<file path="config.mk">
export PLATFORM = sky130hd
export DESIGN_NAME = gray_seq_ctrl_flat
export DESIGN_NICKNAME = d
export VERILOG_FILES = /design/src/rtl/gray_pkg.sv /design/src/rtl/gray_seq_ctrl_if.sv /design/src/rtl/gray_seq_ctrl_b2g.sv /design/src/rtl/gray_seq_ctrl.sv /design/src/flat_wrapper.sv
export SDC_FILE = /design/constraint.sdc
export NUM_CORES = 1
export LEC_CHECK = 0
export ABC_CLOCK_PERIOD_IN_PS = 1600
export BUFFER_PORTS_ARGS = -buffer_cell sky130_fd_sc_hd__buf_2
export CORE_ASPECT_RATIO = 1.1
export CORE_MARGIN = 1.5
export CORE_UTILIZATION = 47
export DETAILED_ROUTE_END_ITERATION = 8
export GPL_TIMING_DRIVEN = 0
export PLACE_DENSITY = 0.82
export SYNTH_ARGS = -nofsm -noshare
export SYNTH_HDL_FRONTEND = slang
export SYNTH_SLANG_ARGS = --single-unit
</file>
<file path="constraint.sdc">
create_clock -name clk -period 1.6 [get_ports clk]
set_input_delay 0.24 -clock clk [delete_from_list [all_inputs] [get_ports clk]]
set_output_delay 0.24 -clock clk [all_outputs]
set_load 0.005 [all_outputs]
</file>
<file path="src/rtl/gray_pkg.sv">
// Shared types and helpers for the Gray-code sequencer.
// The popcount helper backs the optional GRAY_SEQ_CHECK_EN transition checker.
package gray_pkg;

  typedef enum logic {
    IDLE = 1'b0,
    RUN  = 1'b1
  } state_t;

  localparam logic DIR_UP   = 1'b0;
  localparam logic DIR_DOWN = 1'b1;

  // Number of differing bits between two codes; callers zero-extend to 32 bits.
  function automatic int unsigned popcount_xor(input logic [31:0] a, input logic [31:0] b);
    logic [31:0] x;
    int unsigned c;
    x = a ^ b;
    c = 0;
    for (int unsigned i = 0; i < 32; i++) begin
      c += 32'(x[i]);
    end
    return c;
  endfunction

endpackage

</file>
<file path="src/rtl/gray_seq_ctrl_if.sv">
// Control and valid/ready stream bundle of the Gray-code sequencer.
// gray_err exists only when GRAY_SEQ_CHECK_EN is defined.
interface gray_seq_ctrl_if #(
  parameter int N     = 4,
  parameter int CNT_W = 8
);
  logic             start;
  logic             dir;
  logic [N-1:0]     start_val;
  logic [CNT_W-1:0] run_len;
  logic             abort;
  logic [N-1:0]     out_gray;
  logic             out_valid;
  logic             out_ready;
  logic             busy;
  logic             done;
`ifdef GRAY_SEQ_CHECK_EN
  logic             gray_err;
`endif

  modport master (
    output start, dir, start_val, run_len, abort, out_ready,
    input  out_gray, out_valid, busy, done
`ifdef GRAY_SEQ_CHECK_EN
    , input gray_err
`endif
  );

  modport slave (
    input  start, dir, start_val, run_len, abort, out_ready,
    output out_gray, out_valid, busy, done
`ifdef GRAY_SEQ_CHECK_EN
    , output gray_err
`endif
  );

endinterface

</file>
<file path="src/rtl/gray_seq_ctrl_b2g.sv">
// Combinational binary-to-Gray converter: MSB passes through, other bits XOR with their upper neighbour.
module binary_to_gray #(
  parameter int N = 4
) (
  input  logic [N-1:0] bin,
  output logic [N-1:0] gray
);
  assign gray = bin ^ (bin >> 1);
endmodule

</file>
<file path="src/rtl/gray_seq_ctrl.sv">
// Gray-code run sequencer: counts up/down from a loaded value and streams codes over valid/ready.
// Optional transition checker enabled by defining GRAY_SEQ_CHECK_EN.
module gray_seq_ctrl
  import gray_pkg::*;
#(
  parameter int N     = 4,
  parameter int CNT_W = 8
) (
  input logic             clk,
  input logic             rst,
  gray_seq_ctrl_if.slave  bus
);
  state_t           state_q, state_d;
  logic [N-1:0]     bin_q, bin_d;
  logic [CNT_W-1:0] rem_q, rem_d;
  logic             dir_q, dir_d;
  logic             done_q, done_d;
  logic             load;
  logic             xfer;
  logic [N-1:0]     gray;

  assign xfer = (state_q == RUN) && bus.out_ready;

  always_comb begin
    state_d = state_q;
    bin_d   = bin_q;
    rem_d   = rem_q;
    dir_d   = dir_q;
    done_d  = 1'b0;
    load    = 1'b0;
    unique case (state_q)
      IDLE: begin
        // abort masks start; a zero-length request only reports completion
        if (bus.start && !bus.abort) begin
          if (bus.run_len != '0) begin
            load    = 1'b1;
            bin_d   = bus.start_val;
            rem_d   = bus.run_len;
            dir_d   = bus.dir;
            state_d = RUN;
          end else begin
            done_d = 1'b1;
          end
        end
      end
      RUN: begin
        if (bus.abort) begin
          state_d = IDLE;
        end else if (bus.out_ready) begin
          if (rem_q == CNT_W'(1)) begin
            done_d  = 1'b1;
            state_d = IDLE;
          end else begin
            rem_d = rem_q - CNT_W'(1);
            bin_d = (dir_q == DIR_DOWN) ? bin_q - N'(1) : bin_q + N'(1);
          end
        end
      end
      default: state_d = IDLE;
    endcase
  end

  always_ff @(posedge clk) begin
    if (rst) begin
      state_q <= IDLE;
      bin_q   <= '0;
      rem_q   <= '0;
      dir_q   <= DIR_UP;
      done_q  <= 1'b0;
    end else begin
      state_q <= state_d;
      bin_q   <= bin_d;
      rem_q   <= rem_d;
      dir_q   <= dir_d;
      done_q  <= done_d;
    end
  end

  binary_to_gray #(.N(N)) u_b2g (
    .bin  (bin_q),
    .gray (gray)
  );

  assign bus.out_gray  = gray;
  assign bus.out_valid = (state_q == RUN);
  assign bus.busy      = (state_q == RUN);
  assign bus.done      = done_q;

`ifdef GRAY_SEQ_CHECK_EN
  logic [N-1:0] prev_q;
  logic         have_prev_q;
  logic         err_q;

  // Comparison spans only transfers of the current run; a new start rearms it.
  always_ff @(posedge clk) begin
    if (rst) begin
      prev_q      <= '0;
      have_prev_q <= 1'b0;
      err_q       <= 1'b0;
    end else if (load) begin
      have_prev_q <= 1'b0;
      err_q       <= 1'b0;
    end else if (xfer) begin
      if (have_prev_q && (popcount_xor(32'(prev_q), 32'(gray)) != 1)) begin
        err_q <= 1'b1;
      end
      prev_q      <= gray;
      have_prev_q <= 1'b1;
    end
  end

  assign bus.gray_err = err_q;
`endif

endmodule

</file>
<file path="src/flat_wrapper.sv">
// flat-port wrapper written by rule: the top's interface ports become plain ports
module gray_seq_ctrl_flat import gray_pkg::*;
#(
  parameter int N     = 4,
  parameter int CNT_W = 8
)
  (clk, rst, bus_start, bus_dir, bus_start_val, bus_run_len, bus_abort, bus_out_ready, bus_out_gray, bus_out_valid, bus_busy, bus_done);
  gray_seq_ctrl_if #(.N(N), .CNT_W(CNT_W)) bus_i ();
  input logic clk;
  input logic rst;
  input wire logic [$bits(bus_i.start)-1:0] bus_start;
  input wire logic [$bits(bus_i.dir)-1:0] bus_dir;
  input wire logic [$bits(bus_i.start_val)-1:0] bus_start_val;
  input wire logic [$bits(bus_i.run_len)-1:0] bus_run_len;
  input wire logic [$bits(bus_i.abort)-1:0] bus_abort;
  input wire logic [$bits(bus_i.out_ready)-1:0] bus_out_ready;
  output wire logic [$bits(bus_i.out_gray)-1:0] bus_out_gray;
  output wire logic [$bits(bus_i.out_valid)-1:0] bus_out_valid;
  output wire logic [$bits(bus_i.busy)-1:0] bus_busy;
  output wire logic [$bits(bus_i.done)-1:0] bus_done;
  assign bus_i.start = bus_start;
  assign bus_i.dir = bus_dir;
  assign bus_i.start_val = bus_start_val;
  assign bus_i.run_len = bus_run_len;
  assign bus_i.abort = bus_abort;
  assign bus_i.out_ready = bus_out_ready;
  assign bus_out_gray = bus_i.out_gray;
  assign bus_out_valid = bus_i.out_valid;
  assign bus_busy = bus_i.busy;
  assign bus_done = bus_i.done;
  gray_seq_ctrl #(.N(N), .CNT_W(CNT_W)) u_core (.clk(clk), .rst(rst), .bus(bus_i));
endmodule
</file>
## Word-level counts from Yosys, hierarchy flattened

Cells that the tools add are included.

- Add/subtract/negate cells: 3
- Equal/unequal tests: 6
- Muxes and demuxes: 25
- Bitwise logic cells: 2
- Reductions and logical operators: 5

Operators by type and width:

| operator | number |
|---|---|
| 8-bit 2-to-1 mux | 5 |
| 4-bit 2-to-1 mux | 6 |
| 8-bit one-hot mux with 2 select lines | 1 |
| 1-bit 2-to-1 mux | 10 |
| 8-bit by 1-bit equality test with 1-bit output, second input constant | 1 |
| 4-bit one-hot mux with 2 select lines | 1 |
| 8-bit nonzero test | 1 |
| 8-bit by 1-bit subtractor with 8-bit output, second input constant | 1 |
| 2-bit != test, second input constant | 3 |
| 5-bit AND reduction | 1 |
| 4-bit by 1-bit adder with 4-bit output, second input constant | 1 |
| 2-bit by 1-bit != test with 1-bit output, second input constant | 2 |
| 1-bit one-hot mux with 2 select lines | 2 |
| 4-bit by 1-bit subtractor with 4-bit output, second input constant | 1 |
| 4-bit by 3-bit bitwise XOR with 4-bit output | 1 |
| 3-bit AND reduction | 1 |
| 1-bit logical AND | 1 |
| 1-bit logical NOT | 1 |
| 1-bit NOT | 1 |

- Register bits: 15
- Input bits: 18
- Output and inout port bits: 7
- Word-level logic and storage cells: 46

## Logic depth before layout (Yosys ltp)

Gate-level depths: netlist (run 1).

- Depth in word-level cells: 6
- Gate-level depth with buffers: 7
- Mapped depth without buffers: 6

## Cells and area by module

Synthesis (run 1) repeated with hierarchy kept, for this count alone.

- Cells, all modules: 128
- Area, all modules: 1067.3 µm²

By module, submodules not included:

| module | times used | cells an instance | area an instance (µm²) |
|---|---|---|---|
| gray_seq_ctrl | 1 | 124 | 1033.5 |
| binary_to_gray | 1 | 4 | 33.8 |

## Least setup slack after synthesis (run 1)

OpenSTA, ideal clock, no wires.

- Kind: register to register
- Start: reg u_core.rem_q[1]
- End: reg u_core.bin_q[0]
- Setup time: 0.075 ns
- Arrival: 1.450 ns
- Required time: 1.525 ns
- Setup slack: 0.075 ns
- Stages on the path, launching flop included: 8
- Clock period less this slack: 1.525 ns
- Cells stage by stage: dfxtp_1 -> inv_1 -> ha_1 -> nor3b_1 -> a21o_1 -> buf_4 -> nand3_1 -> a31oi_1

- Cells in the longest elaborated chain, start to end: 3

Ends and longest elaborated chain:

| element | line | source |
|---|---|---|
| from (decl) | gray_seq_ctrl.sv:15 | `logic [CNT_W-1:0] rem_q, rem_d;` |
| from (signal assigned) | gray_seq_ctrl.sv:73 | `rem_q <= rem_d;` |
| 8-bit by 1-bit equality test with 1-bit output | gray_seq_ctrl.sv:50 | `if (rem_q == CNT_W'(1)) begin` |
| 2-bit != test (no line) | -- |  |
| 5-bit AND reduction (no line) | -- |  |
| to (signal assigned) | gray_seq_ctrl.sv:72 | `bin_q <= bin_d;` |
| to (decl) | gray_seq_ctrl.sv:14 | `logic [N-1:0] bin_q, bin_d;` |

No other way between the ends.
A chain may end at the register's enable or synchronous reset.

## Worst setup path in the final report (run 1)

- Start: reg u_core.rem_q[1]
- End: reg u_core.rem_q[4]

- Cells in the longest elaborated chain, start to end: 5

Ends and longest elaborated chain:

| element | line | source |
|---|---|---|
| 8-bit by 1-bit subtractor with 8-bit output | gray_seq_ctrl.sv:54 | `rem_d = rem_q - CNT_W'(1);` |
| 8-bit 2-to-1 mux | gray_seq_ctrl.sv:50 |  |
| 8-bit 2-to-1 mux | gray_seq_ctrl.sv:49 | `end else if (bus.out_ready) begin` |
| 8-bit 2-to-1 mux | gray_seq_ctrl.sv:47 | `if (bus.abort) begin` |
| 8-bit one-hot mux with 2 select lines | gray_seq_ctrl.sv:31 | `unique case (state_q)` |

Parallel ways exist; a longest one is shown, timed or not. The select of a mux whose other input is x is not followed.

==> impl_metrics.yaml, run 1 <==
sta:
  fin_setup_tns_ns: 0
  slew_violations: 0
  rsz0062_at_grt: "yes"
  timing.final.crit_share_pct: 95.5
  setup_viol: 0
  clock.fmax_mhz: 654
  worst_slack_ns: 0.0719
  finClkSkew_ns: 0.00312
  relSlewSlack_pct: 67.0
  worstMarginPinSlew_ns: 0.496
  hold_viol_final: 0
  period_minus_slack_ns: 1.53
cells_and_area:
  final_common_cell: "buf_2"
  final_nets: 179
  finish.utilization_pct: 62.9
  n_antenna_cell: 0
  areaGrowthSynthToFinish_pct: 22.7
  layout_common_cells: "buf_2, a21oi_1, nand3_1"
  drive_gt1_share_pct: 34.8
  stdcell_count: 183
routing:
  drc: 0
  drtIter0Drc: 35
  ant_nets: 0
  first_pass_iters: 4
  avgRoutedWirePerCell_microns: 15.5
  num_vias: 1091
  avgViaCountPerCell: 5.96
  wl_mm: 2.83
global_route:
  grt_max_degree: 11
  antenna_found_initial: 0
  grt_first_pass_wirelength_mm: 4.54
  met2_usage_pct: 42.8
  grt_util_met1_pct: 28.1
  grt_overflow: 0
  track_usage_pct: 23.4
  grt_pass1_vias: 1026
  busiest_layer: "met2"
  grt_use_met3_pct: 2.82
floorplanning:
  chipWidth_microns: 48.5
  placementRows: 17
  dieArea_sq_um: 2570
  die_y_microns: 53.0
  top_level_ports: 25
  start_util_pct: 51.3
  core_area_sq_um: 2080
placement:
  io_buffer_count: 24
  placed_cells: 177
  dp_hpwl_mm: 1.99
  dp_slack_ns: -0.162
  gp_congestion: 0.824
pwr:
  power.internal_mw: 0.621
  peakVddDrop_mv: 0.446
  total_power_mw: 0.926
  pwr-share-clk_pct: 24.7
  p_per_area_nw_per_um2: 706
  power_frac_seq_pct: 46.4
  leakage_nw: 0.519
  p_comb_share_pct: 28.9
  p_sw_mw: 0.305
  netSwitchingFraction_pct: 33.0
worst_hold_path:
  holdCritPathClass: "in -> reg"
clocking:
  cts_root_buf: "clkbuf_4"
  postCtsHoldBufs: 0
  cts_tree: "done"
  cts_sinks: 15
  insertion_delay_ns: 0.29
  cts_buffer_depth: 2
  cts.reportedPaths.clkPinSlew_ns: 0.09
  numCtsBuffers: 3
  htreeDepth: 1
critical_path:
  crit_path_end_kind: "flop"
  worst_path_max_delay_cell: "dfxtp_2"
  path_cells: "inv_1 > ha_1 > nor3b_4 > a21o_1 > buf_4 > a21oi_1 > o32ai_1"
  cp_max_fo: 10
  arrival_ns: 1.73
  start_kind: "flop"
  path_class: "reg -> reg"
  worst_ep_required_time_ns: 1.81
  cpPeakStageDelay_ns: 0.33
synthesis:
  yosysWarnings: 0
  ys_ff_latch: 15
  seq_area_frac_synth_pct: 28.1
  netlist_instances: 125
  ys_types: 38
  synth_nets: 148
  syn_area_per_cell_sq_um: 8.55
  syn_area_sq_um: 1070
status:
  status: "completed"
flow_run:
  cap_violations: 0
## state kept, by name (all words and copies together), names as in the netlist
register         flops
u_core.rem_q         8
u_core.bin_q         4
u_core.bus.busy      1
u_core.bus.done      1
u_core.dir_q         1
## synth_stat cells
cell type	n	area, sq um
a21oi_1	16	80.1
dfxtp_1	15	300
nand3_1	10	50.1
inv_1	7	26.3
nand2b_1	6	37.5
nor2_1	6	22.5
o32ai_1	6	52.6
clkbuf_1	5	18.8
nor3_1	5	25.0
xor2_1	5	43.8
ha_1	4	50.1
nand2_1	4	15.0
and3_1	3	18.8
buf_4	3	22.5
a221oi_1	2	17.5
a2bb2oi_1	2	17.5
a31oi_1	2	12.5
nand3b_1	2	15.0
nor3b_1	2	15.0
or4_4	2	22.5
a211oi_2	1	12.5
a21o_1	1	7.51
a21oi_4	1	16.3
a22oi_1	1	7.51
a32oi_1	1	8.76
buf_6	1	11.3
fa_1	1	20.0
mux2i_1	1	10.0
nand4b_1	1	8.76
nor2_4	1	11.3
nor2b_1	1	6.26
nor3b_2	1	12.5
nor4_4	1	21.3
o21a_1	1	7.51
o21ai_4	1	16.3
o221ai_1	1	8.76
o32a_1	1	10.0
o41ai_1	1	8.76
## power groups by stage
stage | combinational [mW] | sequential [mW] | clock, mW
global placement | 0.236 | 0.432 | 0
floorplan | 0.169 | 0.428 | 0
global route | 0.292 | 0.433 | 0.252
detailed placement | 0.244 | 0.435 | 0
finish | 0.268 | 0.430 | 0.229
CTS | 0.246 | 0.427 | 0.228
## cells by family (layout without fill, tap and decap cells)
group | Yosys count | count (layout) | synth area share [%]
simple gates | 45 | 45 | 26.3
compound gates | 38 | 38 | 26.6
flops | 15 | 15 | 28.1
mux | 1 | 1 | 0.937
fa+ha+maj | 5 | 5 | 6.56
buf+inv | 16 | 46 | 7.38
xor+xnor | 5 | 5 | 4.10
## area by class of cell
type / instances / area [sq um]
clock buffers: 4 / 26.3
well taps: 28 / 35.0
multi-input cells: 94 / 726
repair buffers: 26 / 135
fillers: 199 / 773
flip-flops and latches: 15 / 310
inverters: 7 / 26.3
plain buffers: 9 / 52.6
## layer usage
| layer | up-vias | part of all wire [%] |
|---|---|---|
| li1 | 528 | - |
| met1 | 522 | 44 |
| met2 | 36 | 49 |
| met3 | 5 | 5.3 |
| met4 | 0 | 1.3 |
| met5 | - | 0 |
## repair_timing
action / in CTS / in global routing
pin swaps: 0 / 2
setup endpoints to repair: 14 / 12
resized for setup: 2 / 13
setup buffers: 0 / 2
## per-stage QoR
step                hold WS, ns  area (sq um)
finish                    0.147          1310
global route              0.152          1310
floorplan                 0.317          1070
global placement          0.453          1220
detailed placement        0.459          1220
CTS                       0.152          1260
## worst paths after layout
path	from	end	slack [ns]	cells past startpoint
min	bus_abort	u_core.bus.done$_SDFF_PP0_	0.15	2
max	u_core.rem_q[1]$_SDFFE_PP0P_	u_core.rem_q[4]$_SDFFE_PP0P_	0.07	7
min reg2reg	u_core.bin_q[0]$_SDFFE_PP0P_	u_core.bin_q[0]$_SDFFE_PP0P_	0.51	2
max reg2reg	u_core.rem_q[1]$_SDFFE_PP0P_	u_core.rem_q[4]$_SDFFE_PP0P_	0.07	7
## worst max-delay path: cells and delay by family (launching register included)
kind	cells	cell delay (ns)
AOI/OAI and AO/OA	3	0.43
buffers and inverters	2	0.27
DFF	1	0.33
adders and majority gates	1	0.14
and+or+nand+nor	1	0.27
(Power assumes the default switching activity.)
==> run 2: changes to the inputs <==
--- a/config.mk
+++ b/config.mk
@@ -7,12 +7,15 @@
 export LEC_CHECK = 0
 export ABC_CLOCK_PERIOD_IN_PS = 1600
 export BUFFER_PORTS_ARGS = -buffer_cell sky130_fd_sc_hd__buf_2
+export CELL_PAD_IN_SITES_DETAIL_PLACEMENT = 0
+export CELL_PAD_IN_SITES_GLOBAL_PLACEMENT = 2
 export CORE_ASPECT_RATIO = 1.1
 export CORE_MARGIN = 1.5
-export CORE_UTILIZATION = 47
+export CORE_UTILIZATION = 27
 export DETAILED_ROUTE_END_ITERATION = 8
 export GPL_TIMING_DRIVEN = 0
-export PLACE_DENSITY = 0.82
+export PLACE_DENSITY = 0.81
 export SYNTH_ARGS = -nofsm -noshare
 export SYNTH_HDL_FRONTEND = slang
+export SYNTH_HIERARCHICAL = 1
 export SYNTH_SLANG_ARGS = --single-unit
==> impl_metrics.yaml, run 2 <==
global_route:
  grt_overflow: 0
  grt_first_pass_wirelength_mm: 5.60
  antenna_found_initial: 0
  grt_max_degree: 11
  track_usage_pct: 16.7
  grt_pass1_vias: 1171
clocking:
  cts_root_buf: "clkbuf_8"
  htreeDepth: 1
  cts_buffer_depth: 2
  cts_tree: "done"
  numCtsBuffers: 3
  postCtsHoldBufs: 0
  cts_sinks: 15
  cts.reportedPaths.clkPinSlew_ns: 0.07
  insertion_delay_ns: 0.25
sta:
  rsz0062_at_grt: "yes"
  period_minus_slack_ns: 1.53
  hold_viol_final: 0
  fin_setup_tns_ns: 0
  timing.final.crit_share_pct: 95.9
  worstMarginPinSlew_ns: 0.525
  finClkSkew_ns: 0.00477
  slew_violations: 0
  setup_viol: 0
  clock.fmax_mhz: 652
  timing.hold.ws_ns: 0.207
  worst_slack_ns: 0.0661
  relSlewSlack_pct: 65.0
floorplanning:
  die_y_microns: 68.9
  core_area_sq_um: 3710
  chipWidth_microns: 62.9
  top_level_ports: 25
  placementRows: 23
  dieArea_sq_um: 4340
  start_util_pct: 28.7
placement:
  dp_slack_ns: -0.290
  gp_congestion: 0.795
  dp_hpwl_mm: 2.39
  placed_cells: 202
  io_buffer_count: 24
cells_and_area:
  layout_common_cells: "buf_2, a21oi_1, nor2_1"
  stdcell_count: 213
  drive_gt1_share_pct: 36.8
  final_common_cell: "buf_2"
  regMostFlops: "u_core/rem_q"
  final_nets: 187
  multi_input_area_sq_um: 723
  fillerInstances: 380
  areaGrowthSynthToFinish_pct: 31.3
  top_regs: "u_core/rem_q x8, u_core/bin_q x4"
  n_antenna_cell: 0
  regArea_sq_um: 313
  largest_reg_flops: 8
synthesis:
  synth_top_area_cell: "dfxtp_1"
  seq_area_frac_synth_pct: 28.1
  yosysMostFrequentCell: "a21oi_1"
  yosysWarnings: 6
  netlist_instances: 128
  ys_top_cells_by_count: "a21oi_1, dfxtp_1, nor2_1"
  synthArstFlopShare_pct: 0
  synth_top_area_share_pct: 28.1
  synth_enable_flop_cells: 0
  syn_area_sq_um: 1070
  ys_ff_latch: 15
  synth_area_leaders: "dfxtp_1, a21oi_1, o32ai_1, ha_1, nand3_1"
  syn_area_per_cell_sq_um: 8.34
  synthFlopType: "dfxtp_1"
  synth_nets: 151
  ys_types: 37
critical_path:
  worst_path_max_delay_cell: "dfxtp_4"
  arrival_ns: 1.65
  crit_path_end_kind: "flop"
  cp_max_fo: 4
  start_kind: "flop"
  path_cells: "inv_2 > ha_1 > nor3b_4 > a21o_1 > buf_4 > a221oi_2 > nor3_1"
  worst_ep_required_time_ns: 1.71
  path_class: "reg -> reg"
  cpPeakStageDelay_ns: 0.36
status:
  status: "completed"
routing:
  drc: 0
  num_vias: 1142
  wl_mm: 3.40
  avgRoutedWirePerCell_microns: 16.0
  ant_nets: 0
  drtIter0Drc: 60
  first_pass_iters: 4
  avgViaCountPerCell: 5.36
pwr:
  leakage_nw: 0.572
  p_per_area_nw_per_um2: 740
  peakVddDrop_mv: 0.237
  total_power_mw: 1.04
flow_run:
  cap_violations: 0
worst_hold_path:
  holdCritPathClass: "in -> reg"
-- run 2: per-stage QoR --
step	cell area, sq um	util, %
after floorplan	1070	-
after global placement	1250	33.8
after detailed placement	1250	33.8
after CTS	1340	36.0
after global routing	1400	37.7
final	1400	37.7
-- run 2: final cells by class --
class / count / area share (%)
buffer: 9 / 4.20
tap: 50 / 4.46
inverter: 6 / 1.61
timing repair buffer: 31 / 12.6
sequential: 15 / 22.3
multi-input combinational: 98 / 51.6
clock buffer: 4 / 3.21
-- run 2: cells by family (layout without fill, tap and decap cells) --
family | after synthesis | in the layout | share of synthesized area, %
XOR/XNOR | 5 | 5 | 4.10
AND/OR/NAND/NOR | 49 | 49 | 26.8
buffers and inverters | 15 | 50 | 6.80
flip-flops | 15 | 15 | 28.1
adder cells (fa/ha/maj) | 5 | 5 | 6.57
AO/OA/AOI/OAI | 39 | 39 | 27.6
-- run 2: repair_timing --
action | 4_1_cts | 5_1_grt
resized for setup | 4 | 19
gates cloned | 0 | 1
setup buffers | 3 | 3
pin swaps | 2 | 3
setup endpoints to repair | 13 | 12
-- run 2: power by group --
part | switching [mW] | internal [mW]
combinational | 0.152 | 0.135
clock | 0.142 | 0.176
sequential | 0.0339 | 0.397
total | 0.328 | 0.709
-- run 2: critical path: cells and delay by family (launching register included) --
kind / cells / cell delay, ns
adders and majority gates: 1 / 0.16
buffers and inverters: 2 / 0.20
and+or+nand+nor: 2 / 0.22
DFF: 1 / 0.36
AOI/OAI and AO/OA: 2 / 0.45
-- run 2: final timing paths --
path	startpoint	slack, ns	endpoint	cells past startpoint
max	u_core/rem_q[1]$_SDFFE_PP0P_	0.07	u_core/bin_q[2]$_SDFFE_PP0P_	7
min	bus_abort	0.21	u_core/bus.done$_SDFF_PP0_	2
max reg2reg	u_core/rem_q[1]$_SDFFE_PP0P_	0.07	u_core/bin_q[2]$_SDFFE_PP0P_	7
min reg2reg	u_core/bin_q[0]$_SDFFE_PP0P_	0.49	u_core/bin_q[0]$_SDFFE_PP0P_	2
-- run 2: routing by layer --
| metal | GRT usage (%) | wire [microns] |
|---|---|---|
| met1 | 19.7 | 1510 |
| met2 | 29.7 | 1670 |
| met3 | 2.44 | 132 |
| met4 | 9.44 | 82 |
| met5 | 0 | 0 |
